$ cat src/rtl/pump_pkg.sv
// Shared types and constants for the water-level pump sequencer.
// State encoding is visible on the status output, so values are fixed here.
package pump_pkg;

    typedef enum logic [2:0] {
        HOLDOFF = 3'd0,
        IDLE    = 3'd1,
        RUN     = 3'd2,
        FAULT   = 3'd3
    } state_t;

    localparam logic [1:0] FC_NONE    = 2'b00;
    localparam logic [1:0] FC_TIMEOUT = 2'b01;
    localparam logic [1:0] FC_SENSOR  = 2'b10;

    // High switch wet while the low switch is dry cannot happen with healthy floats.
    function automatic logic sensor_conflict(input logic f_uh_hl, input logic f_uh_ll);
        return f_uh_hl & ~f_uh_ll;
    endfunction

endpackage

$ cat src/rtl/level_debounce.sv
// Two-flop synchronizer followed by a consecutive-disagreement debounce filter
// for one float switch. The filtered level resets to 0.
module level_debounce #(
    parameter int DEBOUNCE_CYC = 16
) (
    input  logic clk,
    input  logic rst,
    input  logic raw,
    output logic filt
);

    localparam int CW = $clog2(DEBOUNCE_CYC + 1);

    logic          sync_a;
    logic          sync_b;
    logic [CW-1:0] cnt;

    // The counter tracks how many edges in a row sync_b has differed from filt;
    // any agreeing edge restarts the count.
    always_ff @(posedge clk) begin
        if (rst) begin
            sync_a <= 1'b0;
            sync_b <= 1'b0;
            filt   <= 1'b0;
            cnt    <= '0;
        end else begin
            sync_a <= raw;
            sync_b <= sync_a;
            if (sync_b != filt) begin
                if (cnt == CW'(DEBOUNCE_CYC - 1)) begin
                    filt <= sync_b;
                    cnt  <= '0;
                end else begin
                    cnt <= cnt + CW'(1);
                end
            end else begin
                cnt <= '0;
            end
        end
    end

endmodule

$ cat src/rtl/pump_sequencer.sv
// Pump sequencer: debounced level sensors drive a HOLDOFF/IDLE/RUN/FAULT machine
// enforcing minimum off time, maximum run time and sensor consistency.
module pump_sequencer
    import pump_pkg::*;
#(
    parameter int DEBOUNCE_CYC = 16,
    parameter int MIN_OFF_CYC  = 64,
    parameter int MAX_RUN_CYC  = 1024,
    parameter int CNT_W        = 16
) (
    input  logic       clk,
    input  logic       rst,
    input  logic       ug_ll,
    input  logic       uh_hl,
    input  logic       uh_ll,
    input  logic       enable,
    input  logic       fault_clr,
    output logic       pump,
    output logic       fault,
    output logic [1:0] fault_code,
    output logic [2:0] state
);

    logic f_ug_ll;
    logic f_uh_hl;
    logic f_uh_ll;

    level_debounce #(.DEBOUNCE_CYC(DEBOUNCE_CYC)) u_db_ug_ll (
        .clk  (clk),
        .rst  (rst),
        .raw  (ug_ll),
        .filt (f_ug_ll)
    );

    level_debounce #(.DEBOUNCE_CYC(DEBOUNCE_CYC)) u_db_uh_hl (
        .clk  (clk),
        .rst  (rst),
        .raw  (uh_hl),
        .filt (f_uh_hl)
    );

    level_debounce #(.DEBOUNCE_CYC(DEBOUNCE_CYC)) u_db_uh_ll (
        .clk  (clk),
        .rst  (rst),
        .raw  (uh_ll),
        .filt (f_uh_ll)
    );

    state_t             state_r;
    state_t             state_next;
    logic [1:0]         code_r;
    logic [1:0]         code_next;
    logic [CNT_W-1:0]   hold_cnt;
    logic [CNT_W-1:0]   run_cnt;
    logic               conflict;

    assign conflict = sensor_conflict(f_uh_hl, f_uh_ll);

    // Both counters restart whenever their state is (re)entered.
    always_ff @(posedge clk) begin
        if (rst) begin
            state_r  <= HOLDOFF;
            code_r   <= FC_NONE;
            hold_cnt <= '0;
            run_cnt  <= '0;
        end else begin
            state_r  <= state_next;
            code_r   <= code_next;
            hold_cnt <= (state_r == HOLDOFF && state_next == HOLDOFF) ? hold_cnt + CNT_W'(1) : '0;
            run_cnt  <= (state_r == RUN && state_next == RUN) ? run_cnt + CNT_W'(1) : '0;
        end
    end

    always_comb begin
        state_next = state_r;
        code_next  = code_r;
        case (state_r)
            HOLDOFF: begin
                if (conflict) begin
                    state_next = FAULT;
                    code_next  = FC_SENSOR;
                end else if (hold_cnt == CNT_W'(MIN_OFF_CYC - 1)) begin
                    state_next = IDLE;
                end
            end
            IDLE: begin
                if (conflict) begin
                    state_next = FAULT;
                    code_next  = FC_SENSOR;
                end else if (enable && f_ug_ll && !f_uh_ll) begin
                    state_next = RUN;
                end
            end
            RUN: begin
                // A conflict outranks the timeout, so a coincident pair reports SENSOR.
                if (conflict) begin
                    state_next = FAULT;
                    code_next  = FC_SENSOR;
                end else if (run_cnt == CNT_W'(MAX_RUN_CYC - 1)) begin
                    state_next = FAULT;
                    code_next  = FC_TIMEOUT;
                end else if (f_uh_hl || !f_ug_ll || !enable) begin
                    state_next = HOLDOFF;
                end
            end
            FAULT: begin
                if (fault_clr) begin
                    state_next = HOLDOFF;
                    code_next  = FC_NONE;
                end
            end
            default: begin
                state_next = HOLDOFF;
                code_next  = FC_NONE;
            end
        endcase
    end

    always_comb begin
        pump       = (state_r == RUN);
        fault      = (state_r == FAULT);
        fault_code = code_r;
        state      = state_r;
    end

endmodule

$ cat config.mk
export PLATFORM = sky130hd
export DESIGN_NAME = pump_sequencer
export DESIGN_NICKNAME = d
export VERILOG_FILES = /design/src/rtl/pump_pkg.sv /design/src/rtl/level_debounce.sv /design/src/rtl/pump_sequencer.sv
export SDC_FILE = /design/constraint.sdc
export NUM_CORES = 1
export LEC_CHECK = 0
export CORE_UTILIZATION = 56
export CTS_CLUSTER_DIAMETER = 200
export DETAILED_ROUTE_END_ITERATION = 10
export DONT_BUFFER_PORTS = 1
export PLACE_DENSITY_LB_ADDON = 0.3
export SLEW_MARGIN = 15
export SYNTH_ARGS = -nofsm -noshare
export SYNTH_HDL_FRONTEND = slang
export SYNTH_SLANG_ARGS = --single-unit
$ cat constraint.sdc
create_clock -name clk -period 1.9 [get_ports clk]
set_input_delay 0.19 -clock clk [delete_from_list [all_inputs] [get_ports clk]]
set_output_delay 0.19 -clock clk [all_outputs]
set_load 0.02 [all_outputs]
### Word level (Yosys, flattened, before mapping)

Index checks and enable logic that the tools add are counted.

* equal/unequal tests: 15
* mux-type cells: 14
* bitwise operators: 7
* reductions and logical operators: 21
* $add $sub $neg: 5

Operator list (count)
* 16-bit by 1-bit adder with 16-bit output (second input constant): 2
* 3-bit two-way mux: 8
* 16-bit by 10-bit == test with 1-bit output (second input constant): 1
* 16-bit by 6-bit == test with 1-bit output (second input constant): 1
* 5-bit by 1-bit adder with 5-bit output (second input constant): 3
* 5-bit by 4-bit == test with 1-bit output (second input constant): 3
* 3-bit one-hot mux with 4 select lines: 1
* 3-bit by 2-bit == test with 1-bit output (second input constant): 3
* 3-bit OR reduction: 3
* 2-bit two-way mux: 4
* 3-bit zero test: 2
* 1-bit inverter: 6
* 2-bit one-hot mux with 3 select lines: 1
* 2-bit AND reduction: 3
* 2-bit OR reduction: 3
* 1-bit logical AND: 4
* 3-bit by 1-bit == test with 1-bit output (second input constant): 1
* 1-bit zero test: 3
* 1-bit inequality test: 3
* 3-bit by 1-bit inequality test with 1-bit output (second input constant): 1
* 3-bit AND reduction: 1
* 1-bit logical OR: 2
* 2-bit by 1-bit inequality test with 1-bit output (second input constant): 1
* 2-bit inequality test (second input constant): 1
* 1-bit AND: 1

* register bits: 61
* logic and storage cells: 78
* input port bits: 7

### Longest topological paths before layout

Gate-level depths: netlist (run 1).

* word-level depth: 11
* mapped depth: 8
* gate-level depth less buffers: 6

### By module

A second synthesis (run 1) with hierarchy kept.

* cell total of the unflattened synthesis: 274
* area, all modules: 2551.2 um^2

By module, submodules not included
* pump_sequencer: area each 1691.6 um^2, instances 1, cells an instance 193
* level_debounce: area each 286.5 um^2, instances 3, cells an instance 27

### Least setup slack after synthesis (run 1)

Ideal clock, no wire load.

* kind: register -> register
* start point: register state_r[1] (netlist: state[1])
* end point: register run_cnt[10]
* cell stages (with the launch flop): 8
* setup slack: -0.106 ns
* arrival: 1.944 ns
* data required time: 1.838 ns
* library setup time: 0.062 ns
* clock period less this slack: 2.006 ns
* buffers on the path: 3
* path through: dfxtp_1 > buf_6 > inv_1 > nor3_2 > or4b_1 > buf_6 > buf_12 > nor2_4

* elaborated cells between the ends (all ways): 17
* classes of those cells: 4 x eq/ne; 9 x mux; 1 x bitwise; 3 x reduce/logical

RTL lines
* from (decl): RTL line pump_sequencer.sv:49 `state_t state_r;`
* from (signal assigned): RTL line pump_sequencer.sv:67 `state_r <= state_next;`
* 3-bit by 2-bit == test with 1-bit output *
* via pump: RTL line pump_sequencer.sv:18 `output logic pump,`
* 3-bit one-hot mux with 4 select lines: RTL line pump_sequencer.sv:77 `case (state_r)`
* 3-bit by 2-bit == test with 1-bit output: RTL line pump_sequencer.sv:70 `run_cnt <= (state_r == RUN && state_next == RUN) ? run_cnt + CNT_W'(1) : '0;`
* 1-bit logical AND *: RTL line pump_sequencer.sv:70
* 1-bit inverter (no line) *
* 2-bit OR reduction (no line) *
* to (signal assigned): RTL line pump_sequencer.sv:70
* to (decl): RTL line pump_sequencer.sv:54 `logic [CNT_W-1:0] run_cnt;`

Mark *: on every way through the listed nets, which the timed path passes. The rest lies on a longest branch.
A chain may end at the register's enable or synchronous reset.

### Final worst setup path (run 1)

* start point: register run_cnt[11]
* end point: register run_cnt[4]

* longest elaborated chain between the ends: 8

RTL lines
* 16-bit by 10-bit == test with 1-bit output: RTL line pump_sequencer.sv:99 `end else if (run_cnt == CNT_W'(MAX_RUN_CYC - 1)) begin`
* 3-bit two-way mux: RTL line pump_sequencer.sv:99
* 3-bit two-way mux: RTL line pump_sequencer.sv:96 `if (conflict) begin`
* 3-bit one-hot mux with 4 select lines: RTL line pump_sequencer.sv:77
* 3-bit by 2-bit == test with 1-bit output: RTL line pump_sequencer.sv:70
* 1-bit logical AND: RTL line pump_sequencer.sv:70
* 1-bit inverter (no line)
* 2-bit OR reduction (no line)

Every way passes these cells.

==> results of run 1 <==
==> synth_stat cells, types with 2 or more instances <==
cell type	instances	area [um^2]
nor2_2	2	12.51
ha_1	8	100.1
and4_1	4	35.03
or3_1	4	25.02
dfxtp_1	61	1221
o21a_1	2	15.01
xor2_1	21	183.9
nand2b_1	4	25.02
nor2_1	50	187.7
mux2i_1	4	40.04
nor3_1	5	25.02
nand3_1	12	60.06
a21oi_1	4	20.02
xnor2_1	16	140.1
nor2_4	8	90.09
o21ai_0	2	10.01
nor4_1	4	25.02
nand4_1	5	31.28
and3_1	8	50.05
nand2_1	20	75.07
nor2b_1	7	43.79
buf_6	2	22.52
inv_1	10	37.54
==> kinds of logic after synthesis <==
kind of cell | count (synthesis)
AOI/OAI and AO/OA | 12
other | 1
xor gates and xnor gates | 37
DFF | 61
buffers and inverters | 15
adders and majority gates | 8
and+or+nand+nor | 142
muxes | 4
==> layer usage <==
metal,up-vias,GRT usage [%],share of wire (%)
met5,-,0,0
met4,0,7.333,1.3
met3,6,8.225,3.3
met2,21,33.02,48
met1,831,24.64,48
li1,968,-,-
==> worst max path at each step <==
stage	to	depth (start not counted)	startpoint	slack, ns
global route	fault_code[1]$_SDFFE_PP0P_	7	run_cnt[0]$_SDFF_PP0_	0.02
finish	run_cnt[4]$_SDFF_PP0_	5	run_cnt[11]$_SDFF_PP0_	0.14
floorplan	run_cnt[10]$_SDFF_PP0_	8	run_cnt[0]$_SDFF_PP0_	0.07
global placement	run_cnt[5]$_SDFF_PP0_	5	run_cnt[11]$_SDFF_PP0_	0.07
detailed placement	run_cnt[4]$_SDFF_PP0_	5	run_cnt[11]$_SDFF_PP0_	0.03
CTS	run_cnt[4]$_SDFF_PP0_	5	run_cnt[11]$_SDFF_PP0_	0.02
==> critical path: stages, from the launching register on <==
cell and delay (ns):
dfxtp_1 0.34, or4_4 0.55, o41ai_2 0.34, or4b_4 0.20, buf_12 0.17, nor2_1 0.06
==> power by group through the flow <==
stage	Sequential, mW	Combinational (mW)	Clock (mW)
after global placement	1.33	0.0342	0
after global routing	1.30	0.0510	1.14
after detailed placement	1.33	0.0349	0
final	1.30	0.0453	1.04
after floorplan	1.33	0.0261	0
after CTS	1.30	0.0448	1.07
==> through the flow <==
step	worst slack [ns]	power, mW	utilization, %	hold slack, ns	instance area, um^2
floorplan	0.06839	1.357	-	0.2616	2631
global placement	0.07458	1.363	61.62	0.2627	2720
detailed placement	0.02866	1.364	61.62	0.2641	2720
CTS	0.02162	2.416	66.72	0.02784	2945
global route	0.02490	2.490	67.09	0.04675	2962
finish	0.1370	2.384	67.09	0.03744	2962
==> registers in the layout, summed over array words and instances (netlist names) <==
signal and count:
u_db_uh_ll.sync_a 1, u_db_uh_hl.cnt 5, hold_cnt 16, u_db_ug_ll.sync_a 1
u_db_uh_hl.sync_a 1, state 3, u_db_ug_ll.cnt 5, u_db_ug_ll.filt 1
u_db_uh_ll.filt 1, run_cnt 16, u_db_uh_hl.sync_b 1, fault_code 2
u_db_uh_hl.filt 1, u_db_uh_ll.sync_b 1, u_db_uh_ll.cnt 5, u_db_ug_ll.sync_b 1
==> layout make-up <==
cell class	instances	area [um^2]	share of cell area, %
Inverter	10	37.54	1.267
Tap cell	52	65.06	2.197
Clock buffer	10	137.6	4.647
Clock inverter	6	47.55	1.605
Timing Repair Buffer	14	127.6	4.309
Sequential cell	61	1222	41.28
Multi-Input combinational cell	204	1324	44.70
==> repair_timing <==
item | in CTS | in global routing
hold buffers | 4 | 0
setup endpoints to repair | 0 | 16
hold endpoints to repair | 11 | 0
gates resized for setup | 0 | 4
==> summary.txt, run 1 <==
Die
  – Chip Height: 70.45 um
  – # IOs: 14
  – Row Count: 24
  – Die W: 70.45 um
  – Core Region: 4414 um^2
  – DIE AREA: 4963 um^2
  – Initial Util: 59.44%

Global routing
  – Total grt overflow: 0
  – Largest net degree at the start of global routing: 17
  – GRT Total Usage: 20.53%
  – First-pass GRT wire length: 7928 um
  – Vias in the first global route: 1815
  – Initial antenna violation count: 0

Synth
  – EDFF count, synth: 0
  – Mapped Area: 2624 um^2
  – Synthesis Warnings: 0
  – Largest family of logic cells by synthesized area: simple AND/OR/NAND/NOR gates
  – Syn Nets: 295
  – Synth unique cells: 40
  – Ys async rst share: 0%
  – Seq/Total Area, Yosys: 46.54%
  – Post-synthesis mux area share: 1.526%
  – Top FF cell, synth: dfxtp_1
  – Compound-Gate Fraction of Synth Area: 3.100%
  – Syn Area/Cell: 9.371 um^2
  – Adder-cell share of the synthesized area: 3.815%
  – XOR/XNOR Fraction of Synth Area: 12.35%
  – Post-Synth Simple-Gate Area: 29.14%
  – Syn Inst Count: 280
  – Synth Register Bits: 61

STA
  – Slew Limit Fails: 0
  – Final Critical Period: 1.763 ns
  – FMAX: 567.2 MHz
  – Tcrit/Tclk final: 92.79%
  – Setup Viol. Count Final: 0
  – Setup TNS: 0 ns
  – RSZ-0062 raised after global routing: no
  – Final hold vios: 0
  – Clock Skews: 0.006714 ns

Worst setup path
  – Worst-path fanout max: 16
  – CP Capture Type: register
  – Critical Path RT: 2.13 ns
  – Register-to-register setup slack: 0.14 ns
  – Worst Path Arrival: 1.99 ns
  – CP Class: reg2reg
  – RR Startpoint: run_cnt[11]$_SDFF_PP0_
  – Startpoint types: register
  – Reg2Reg Depth: 5
  – R2R Path End: run_cnt[4]$_SDFF_PP0_

Run
  – MaxCap Viol Count: 0

Cells and area
  – Layout cells sized above 1: 14.10%
  – Commonest cells after routing, fill and taps aside: 60 x dfxtp_1, 50 x nor2_1, 21 x xor2_1
  – Commonest non-fill, non-tap cell in the layout: dfxtp_1
  – Number of diodes: 0
  – Layout Cells excl Fill: 357
  – # fillers: 363
  – Layout Nets: 315
  – Synthesis-to-layout area growth: 12.88%

Route
  – Vias per inst: 5.115
  – Total Wirelength: 4224 um
  – Post-DR wirelength/cell: 11.83 um
  – Post-DRT Antenna Nets: 0
  – DRC: 0
  – Iter 0 DRT Violations: 113
  – Vias after detailed routing: 1826
  – First-pass detailed-route iteration total: 4

Pwr
  – Sequential share of power: 54.5%
  – Power Density: 805.0 nW/um^2
  – P_int: 1.825 mW
  – Clk pwr share: 43.6%
  – Sw power: 559.2 uW
  – Leak pwr: 1.046 nW
  – Sw Ratio: 23.46%
  – Maximum vdd ir drop: 0.0004682 V
  – Comb pwr share: 1.9%

Clock network
  – Root Buffer Master: clkbuf_8
  – Clock sink total: 61
  – Max clock buf depth: 2
  – Clock slew at reported path FFs: 0.07 ns
  – Setup repair bufs after CTS: 0
  – H-tree lvl count: 3
  – Num CTS Buffers: 9
  – CTS tree: yes
  – Clk Latency, worst-skew pair: 0.33 ns

Placed design
  – Placed insts: 337
  – Placed wire-length estimate: 2939 um
  – Gpl congestion: 0.7568
  – # port buffers: 0

Worst hold path
  – Worst Hold Launch: rst
  – Hold depth: 2
  – Hold EP: fault_code[1]$_SDFFE_PP0P_
  – Hold/Removal Path Class: in2reg

Outcome
  – Status: finished clean
Power figures use the tool's default switching activity.
==> inputs of run 2 (changes only) <==
Settings changed: CORE_MARGIN set to 8, SLEW_MARGIN 15 to 20.
==> run 2 against run 1 <==
Critical path type unchanged. Critical path depth is 2 higher. Non-clock buffer count grew 1. Clock skew fell by 0.0014 ns. Routed wire length is the same. Clock power about the same. Maximum frequency shrank 1.1%.
==> summary.txt, run 2 (synthesis results as in run 1) <==
Outcome
  – Status: finished clean

Global routing
  – First-pass GRT wire length: 7486 um (-5.6%)
  – Largest net degree at the start of global routing: 17 (unchanged)
  – GRT Total Usage: 13.16% (-7.4 points)
  – Total grt overflow: 0 (unchanged)
  – Vias in the first global route: 1744 (-3.9%)
  – Initial antenna violation count: 0 (unchanged)

Worst setup path
  – Worst Path Arrival: 2.06 ns (+0.07 ns)
  – Startpoint types: register
  – Critical Path RT: 2.17 ns (+0.04 ns)
  – Reg2Reg Depth: 7 (+2)
  – RR Startpoint: run_cnt[0]$_SDFF_PP0_
  – CP Capture Type: register
  – CP Class: reg2reg
  – R2R Path End: run_cnt[4]$_SDFF_PP0_
  – Worst-path fanout max: 9 (-7)
  – Register-to-register setup slack: 0.12 ns (-0.02 ns)

Die
  – # IOs: 14 (unchanged)
  – Die W: 84.45 um (+20%)
  – Initial Util: 56.68% (-2.8 points)
  – Core Region: 4629 um^2 (+4.9%)
  – Chip Height: 84.45 um (+20%)
  – DIE AREA: 7132 um^2 (+44%)
  – Row Count: 25 (+4.2%)

Worst hold path
  – Hold EP: state[1]$_SDFF_PP0_
  – Hold depth: 2 (unchanged)
  – Worst Hold Launch: rst
  – Hold/Removal Path Class: in2reg

STA
  – Clock Skews: 0.005352 ns (-0.001362 ns)
  – RSZ-0062 raised after global routing: yes
  – Setup Viol. Count Final: 0 (unchanged)
  – Final Critical Period: 1.783 ns (+0.02008 ns)
  – FMAX: 560.8 MHz (-1.1%)
  – Final hold vios: 0 (unchanged)
  – Tcrit/Tclk final: 93.85% (+1.1 points)
  – Slew Limit Fails: 0 (unchanged)

Placed design
  – # port buffers: 0 (unchanged)
  – Placed insts: 340 (+0.89%)
  – Post-DP Area: 2730 um^2 (+0.37%)
  – Gpl congestion: 0.7573 (about the same)
  – Placed wire-length estimate: 3000 um (+2.1%)

Clock network
  – Setup repair bufs after CTS: 0 (unchanged)
  – Root Buffer Master: clkbuf_8
  – Num CTS Buffers: 9 (unchanged)
  – Clock slew at reported path FFs: 0.07 ns (about the same)
  – Clock sink total: 61 (unchanged)
  – Max clock buf depth: 2 (unchanged)
  – Clk Latency, worst-skew pair: 0.33 ns (about the same)
  – CTS tree: yes
  – H-tree lvl count: 3 (unchanged)

Pwr
  – Maximum vdd ir drop: 0.0005397 V (+15%)
  – Sw power: 501.0 uW (-10%)
  – P_int: 1.849 mW (+1.3%)
  – Sw Ratio: 21.32% (-2.1 points)
  – Sequential share of power: 55.3% (+0.8 points)
  – Power Density: 797.2 nW/um^2 (-0.97%)
  – Clk pwr share: 42.8% (-0.8 points)
  – Leak pwr: 1.053 nW (+0.67%)
  – Comb pwr share: 1.9% (about the same)

Cells and area
  – Final instance area: 2948 um^2 (-0.46%)
  – Commonest non-fill, non-tap cell in the layout: dfxtp_1
  – # fillers: 369 (+1.7%)
  – Synthesis-to-layout area growth: 12.35%
  – Largest regs: hold_cnt (16), run_cnt (16)
  – Layout cells sized above 1: 13.73% (-0.37 points)
  – Commonest cells after routing, fill and taps aside: 60 x dfxtp_1, 50 x nor2_1, 21 x xor2_1
  – Number of diodes: 0 (unchanged)
  – Layout Nets: 316 (+0.32%)
  – Utilization after layout: 63.68% (-3.4 points)
  – Layout Cells excl Fill: 360 (+0.84%)

Route
  – Vias per inst: 5.047 (-1.3%)
  – Post-DR wirelength/cell: 11.73 um (-0.83%)
  – Total Wirelength: 4224 um (unchanged)
  – First-pass detailed-route iteration total: 4 (unchanged)
  – Post-DRT Antenna Nets: 0 (unchanged)
  – Vias after detailed routing: 1817 (-0.49%)
  – DRC: 0 (unchanged)
  – Iter 0 DRT Violations: 84 (-26%)

Run
  – MaxCap Viol Count: 0 (unchanged)
-- run 2: worst max path at each step --
stage / to / slack [ns] / startpoint
floorplan: run_cnt[10]$_SDFF_PP0_ / 0.07 / run_cnt[0]$_SDFF_PP0_
global placement: run_cnt[12]$_SDFF_PP0_ / 0.14 / run_cnt[0]$_SDFF_PP0_
detailed placement: run_cnt[3]$_SDFF_PP0_ / 0.12 / run_cnt[0]$_SDFF_PP0_
CTS: run_cnt[14]$_SDFF_PP0_ / 0.11 / run_cnt[0]$_SDFF_PP0_
global route: run_cnt[7]$_SDFF_PP0_ / -0.02 / run_cnt[0]$_SDFF_PP0_
finish: run_cnt[4]$_SDFF_PP0_ / 0.12 / run_cnt[0]$_SDFF_PP0_
-- run 2: metal layers --
layer  vias to the layer above  GRT usage [%]  routed length (um)
li1                        969              -                   -
met1                       823          14.39                2054
met2                        21          21.35                1954
met3                         4          5.756                 168
met4                         0          6.311                  46
met5                         -              0                   0
-- run 2: timing repair --
item | in CTS | in global routing
endpoints found under the setup margin | 0 | 9
hold endpoints to repair | 11 | 0
hold buffers | 4 | 0
gates resized for setup | 0 | 0
-- run 2: metrics by stage --
step                total power, mW  hold slack (ns)  worst slack (ns)  TNS (ns)
global placement              1.363           0.2627            0.1443         0
detailed placement            1.364           0.2641            0.1240         0
CTS                           2.393          0.01842            0.1087         0
floorplan                     1.357           0.2616           0.06839         0
global route                  2.459          0.02600          -0.02076  -0.08422
finish                        2.350          0.03778            0.1169         0
-- run 2: area by class of cell --
type	instances	area, um^2	share of cell area (%)
clock buffers	12	155.1	5.263
clock inverters	4	22.52	0.7640
inverters	10	37.54	1.273
multi-input cells	204	1320	44.78
flip-flops and latches	61	1222	41.47
well taps	54	67.56	2.292
repair buffers	15	122.6	4.160
-- run 2: power groups by stage --
stage | Combinational, mW | Sequential (mW) | Clock (mW)
after floorplan | 0.0261 | 1.33 | 0
after global placement | 0.0344 | 1.33 | 0
after detailed placement | 0.0346 | 1.33 | 0
after CTS | 0.0447 | 1.30 | 1.05
after global routing | 0.0494 | 1.30 | 1.11
final | 0.0442 | 1.30 | 1.01
-- run 2: critical path, stage by stage (launching register included) --
cell and delay [ns]:
dfxtp_1 0.32, ha_1 0.23, and4_1 0.19, nand3_2 0.10
o41ai_2 0.07, or4b_1 0.49, buf_4 0.21, nor2_1 0.11
==> RTL change 1 (flow settings as in run 1) <==
The parameter `CNT_W` goes from 16 to 24.
--- a/src/rtl/pump_sequencer.sv
+++ b/src/rtl/pump_sequencer.sv
@@ -7,5 +7,5 @@
     parameter int MIN_OFF_CYC  = 64,
     parameter int MAX_RUN_CYC  = 1024,
-    parameter int CNT_W        = 16
+    parameter int CNT_W        = 24
 ) (
     input  logic       clk,
Function: no difference found for any inputs over 10 cycles, from zero or initial values and one cycle with rst high; that may be too few to reach the edited logic, so the function may still have changed.
==> RTL change 1 against run 1 <==
- cell area increased by 41%
- power increased by 18%
- area after synthesis increased by 32%
- first-iteration DRC count decreased by 12%
- largest power group unchanged
- global-route usage increased by 3.8 points
- die area increased by 31%
- cell count increased by 44%
- sequential cell count increased by 16
- setup slack got worse by 120 ps
- fmax decreased by 6.2%
- hold slack improved by 22 ps
- routed wire length increased by 77%
- highest routed layer unchanged
- non-clock buffer count increased by 38
==> RTL change 1: results (changes against run 1) <==
| Metric | Value |
|---|---|
| Area contributors post-synth | dfxtp_1 (44%), nor3_1 (4.8%), xor2_1 (4.5%) |
| Largest net degree at the start of global routing | 25 (+8) |
| Starting DRT DRC Count | 99 (-12%) |
| Skew-Pair Late Insertion Delay | 350 ps (+20 ps) |
| Gpl congestion | 0.8843 (+17%) |
| Share of cells above drive strength 1 | 0.2169 (+0.07591) |
| Dpl hpwl | 5.056 mm (+72%) |
| Predominant post-synthesis flop cell | dfxtp_1 |
| Area of the multi-input gates | 1888 um^2 (+43%) |
| Clock buffer count from CTS | 9 (unchanged) |
| Port Buffers | 0 (unchanged) |
| First-pass GRT wire length | 12.39 mm (+56%) |
| Largest regs | hold_cnt: 24 flops, run_cnt: 24 flops |
| Post-DP Area | 3854 um^2 (+42%) |
| Fin nets | 448 (+42%) |
| IR drop worst, VDD | 686.1 uV (+47%) |
| Antenna violations before repair | 0 (unchanged) |
| Hold crit path type | input port to flop |
| H-tree Lvls | 3 (unchanged) |
| N_diodes | 0 (unchanged) |
| Clock Root Buffer | clkbuf_8 |
| Seq/Total Area, Yosys | 0.4438 (-0.02162) |
| Final WL | 7.481 mm (+77%) |
| Synth async-reset ratio | 0 (unchanged) |
| Syn_nets | 402 (+36%) |
| Max Clock Skew | 10.20 ps (+3.483 ps) |
| Worst EP arrival | 2110 ps (+120 ps) |
| Critical Path Fanout Max | 6 (-10) |
| Yosys cell types | 44 (+10%) |
| Via count | 3008 (+65%) |
| Post-synth top cells | dfxtp_1 (77), nor3_1 (33), nor2_1 (27) |
| CP startpoint kind | flop |
| LEAKAGE | 1.508 nW (+44%) |
| Clock transition at path regs | 90 ps (+20 ps) |
| Vias in the first global route | 2791 (+54%) |
| Status | finished, final reports clean |
| Fillers | 461 (+27%) |
| All-Layer GR Usage | 0.2430 (+0.03770) |
## RTL change 1: cell count changes after synthesis, sizes merged, moves of 6 or more
cell	delta
nand4	+14
dfxtp	+16
clkbuf	+13
nor2	-33
or3	+16
nand3	+6
o21ai	+14
nor3	+27
nor4	+9
a211oi	+19
## RTL change 1: metal layers
layer | up-vias | track usage | wire length (um)
li1 | 1510 | - | -
met1 | 1437 | 0.2956 | 3452
met2 | 53 | 0.4195 | 3692
met3 | 8 | 0.06067 | 260
met4 | 0 | 0.07857 | 76
met5 | - | 0 | 0
## RTL change 1: final cells by class
class                   count  share of cell area
well taps                  75             0.02241
clock buffers               9             0.02959
inverters                  12             0.01076
clock inverters             7             0.01375
repair buffers             52              0.1001
multi-input cells         281              0.4510
flip-flops and latches     77              0.3724
## RTL change 1: kinds of logic (layout without fill, tap and decap cells)
logic type                 after synthesis  count (layout)  synth area share
other                                    1               1          0.001080
adders and majority gates                8               8           0.02882
and+or+nand+nor                        183             183            0.2889
muxes                                    3               3          0.008646
buffers and inverters                   29              80           0.03602
DFF                                     77              77            0.4438
AOI/OAI and AO/OA                       52              52            0.1070
xor gates and xnor gates                34              34           0.08573
## RTL change 1: critical path, cell delays in order (launching register included)
cell and delay (ps):
dfxtp_2 340, buf_6 120, nor4_4 260, nand4_1 240, o41ai_4 500, buf_4 240, nor3_1 60
## RTL change 1: through the flow
step | worst slack, ps | cells | power (mW) | TNS, ps
finish | 20.67 | 513 | 2.806 | 0
global route | -51.81 | 513 | 2.890 | -656.4
CTS | 14.53 | 507 | 2.824 | 0
detailed placement | -40.20 | 488 | 1.705 | -40.20
global placement | -0.8611 | 488 | 1.703 | -0.8611
floorplan | -8.874 | 387 | 1.696 | -8.874
## RTL change 1: path summary, 6_finish.rpt
| check | end | cells past startpoint | slack (ps) |
|---|---|---|---|
| max reg2reg | run_cnt[1] | 6 | 20 |
| min | state[1] | 2 | 60 |
| max | run_cnt[1] | 6 | 20 |
| min reg2reg | u_db_uh_hl.sync_b | 1 | 450 |
## RTL change 1: power breakdown
group          total (mW)  switching, mW  internal (mW)
combinational      0.0438         0.0245         0.0192
sequential           1.63        0.00964           1.62
clock                1.13          0.642          0.489
total                2.81          0.676           2.13
## RTL change 1: timing repair
| action | CTS | global route |
|---|---|---|
| hold buffers | 3 | 1 |
| buffers inserted | 0 | 4 |
| gates resized for setup | 1 | 20 |
| setup endpoints to repair | 2 | 30 |
| endpoints found under the hold margin | 10 | 1 |
| gates cloned | 0 | 1 |
| pin swaps | 0 | 6 |
==> RTL change 2 (flow settings as in run 1) <==
Made on the original files. Make the reset (`rst`) asynchronous in 2 clocked blocks.
--- a/src/rtl/level_debounce.sv
+++ b/src/rtl/level_debounce.sv
@@ -18,5 +18,5 @@
     // The counter tracks how many edges in a row sync_b has differed from filt;
     // any agreeing edge restarts the count.
-    always_ff @(posedge clk) begin
+    always_ff @(posedge clk or posedge rst) begin
         if (rst) begin
             sync_a <= 1'b0;
--- a/src/rtl/pump_sequencer.sv
+++ b/src/rtl/pump_sequencer.sv
@@ -58,5 +58,5 @@
 
     // Both counters restart whenever their state is (re)entered.
-    always_ff @(posedge clk) begin
+    always_ff @(posedge clk or posedge rst) begin
         if (rst) begin
             state_r  <= HOLDOFF;
Behaviour: same outputs for any inputs over 10 cycles, from zero or initial values and one cycle with rst high; that may be too few to reach the edited logic, so the function may still have changed.
==> RTL change 2 against run 1 <==
- the run now ends with negative setup slack left
- cell area up 11%
- sequential cell count did not move
- setup slack worse by 280 ps
- area after synthesis grew 6.0%
- routed wire length up 24%
- critical path depth unchanged
- first-iteration DRC count increased by 38%
- largest cell class is now sequential cells
- highest routed layer unchanged
Power is not compared: it rests on default switching activity, and its combinational part moved more than twofold at a synthesized area within 25%.
==> RTL change 2: results (changes against run 1) <==
| Metric | Value |
|---|---|
| Status | finished with violations |
| Failing checks | negative setup slack |
| Worst path top cell family by delay | simple AND/OR/NAND/NOR gates |
| Final WL | 5.242 mm (+24%) |
| Gpl congestion | 0.8134 (+7.5%) |
| Met2 Use GR | 0.3364 (+0.006290) |
| Inst Count DP | 352 (+4.5%) |
| Final Setup Violations | 1 (+1) |
| Critical Path Fanout Max | 3 (-13) |
| All-Layer GR Usage | 0.2259 (+0.02061) |
| Vias in the first global route | 1923 (+6.0%) |
| Fin nets | 313 (-0.63%) |
| Total power | around 2.5 mW |
| Largest regs | hold_cnt: 16 flops, run_cnt: 16 flops |
| Met1 WL | 2.477 mm (+23%) |
| Hold slack | 75.55 ps (+38.10 ps) |
| M1 GR Usage | 0.3068 (+0.06041) |
| Predominant post-synthesis flop cell | dfrtp_1 |
| Maximum clock path buffer count | 2 (unchanged) |
| Clock net power | 1.03 mW |
| Dpl hpwl | 3.616 mm (+23%) |
| Starting DRT DRC Count | 156 (+38%) |
| Worst setup path start | hold_cnt[1] |
| Layout area overhead | 18.40% |
| Area contributors post-synth | dfrtp_1 (55%), nor2_1 (6.6%), xor2_1 (5.7%) |
| Post-DP Area | 3064 um^2 (+13%) |
| Synth Area in Compound Gates | 0.03959 (+0.008589) |
| GR Util met3 | 0.06389 (-0.01836) |
| Critical path's slowest cell | or4bb_1 |
| Xor/xnor cell area share of the yosys netlist | 0.1102 (-0.01330) |
| Fraction of synthesized area in multiplexers | 0.01574 (+0.0004846) |
| Synth Area in Adders | 0.02249 (-0.01566) |
| Post-synth top cells | dfrtp_1 (61), nor2_1 (49), xor2_1 (18) |
| Final Non-Filler Cells | 373 (+4.5%) |
| Final worst slack | -143.2 ps (-280.1 ps) |
| Max Clock Skew | 10.65 ps (+3.932 ps) |
| Post-Synthesis Cells | 265 (-5.4%) |
| Syn_nets | 277 (-6.1%) |
| Share of cells above drive strength 1 | 0.1569 (+0.01588) |
| Met3 wire len | 232 um (+67%) |
| Final setup TNS | -143.2 ps (-143.2 ps) |
| Setup WS pre-CTS | -147.5 ps (-176.2 ps) |
| Max incr delay on CP | 470 ps (-80 ps) |
| Worst-Margin Slew | 614.5 ps |
| Hold Startpoint | fault_clr |
| Seq/Total Area, Yosys | 0.5488 (+0.08338) |
| Via count | 2020 (+11%) |
| Synth async-reset ratio | 1.000 (+1.000) |
| WL met2 | 2.466 mm (+22%) |
| First-pass GRT wire length | 8.742 mm (+10%) |
| Worst EP arrival | 2290 ps (+300 ps) |
| Largest net degree at the start of global routing | 31 (+14) |
==> RTL change 2: cell types whose count changed in the layout (fill, tap and decap cells not counted), moves of 5 or more <==
cell	before	now
dfrtp_1	0	61
dfxtp_1	60	0
buf_4	9	23
nand2_1	20	9
nand4_1	5	13
nor2_4	8	0
nor2b_1	7	2
or4_1	1	6
==> RTL change 2: final timing paths <==
check / endpoint / cells past startpoint
worst max register to register: state[0] / 5
max in group asynchronous: hold_cnt[14] / 3
worst min-delay path: state[1] / 3
worst min register to register: u_db_ug_ll.sync_b / 0
worst max-delay path: state[0] / 5
min in group asynchronous: run_cnt[11] / 2
==> RTL change 2: final cells by class <==
class,count,area (um^2)
sequential,61,1526
fill,346,1461
multi-input combinational,193,1226
timing repair buffer,29,252.7
clock buffer,12,155.1
tap,67,83.83
inverter,7,26.28
clock inverter,4,22.52
==> RTL change 2: repair_timing <==
item                       4_1_cts  5_1_grt
hold buffers                     4        0
setup buffers                    1        0
resized for setup                1        0
hold endpoints to repair        31        0
setup endpoints to repair       16       16
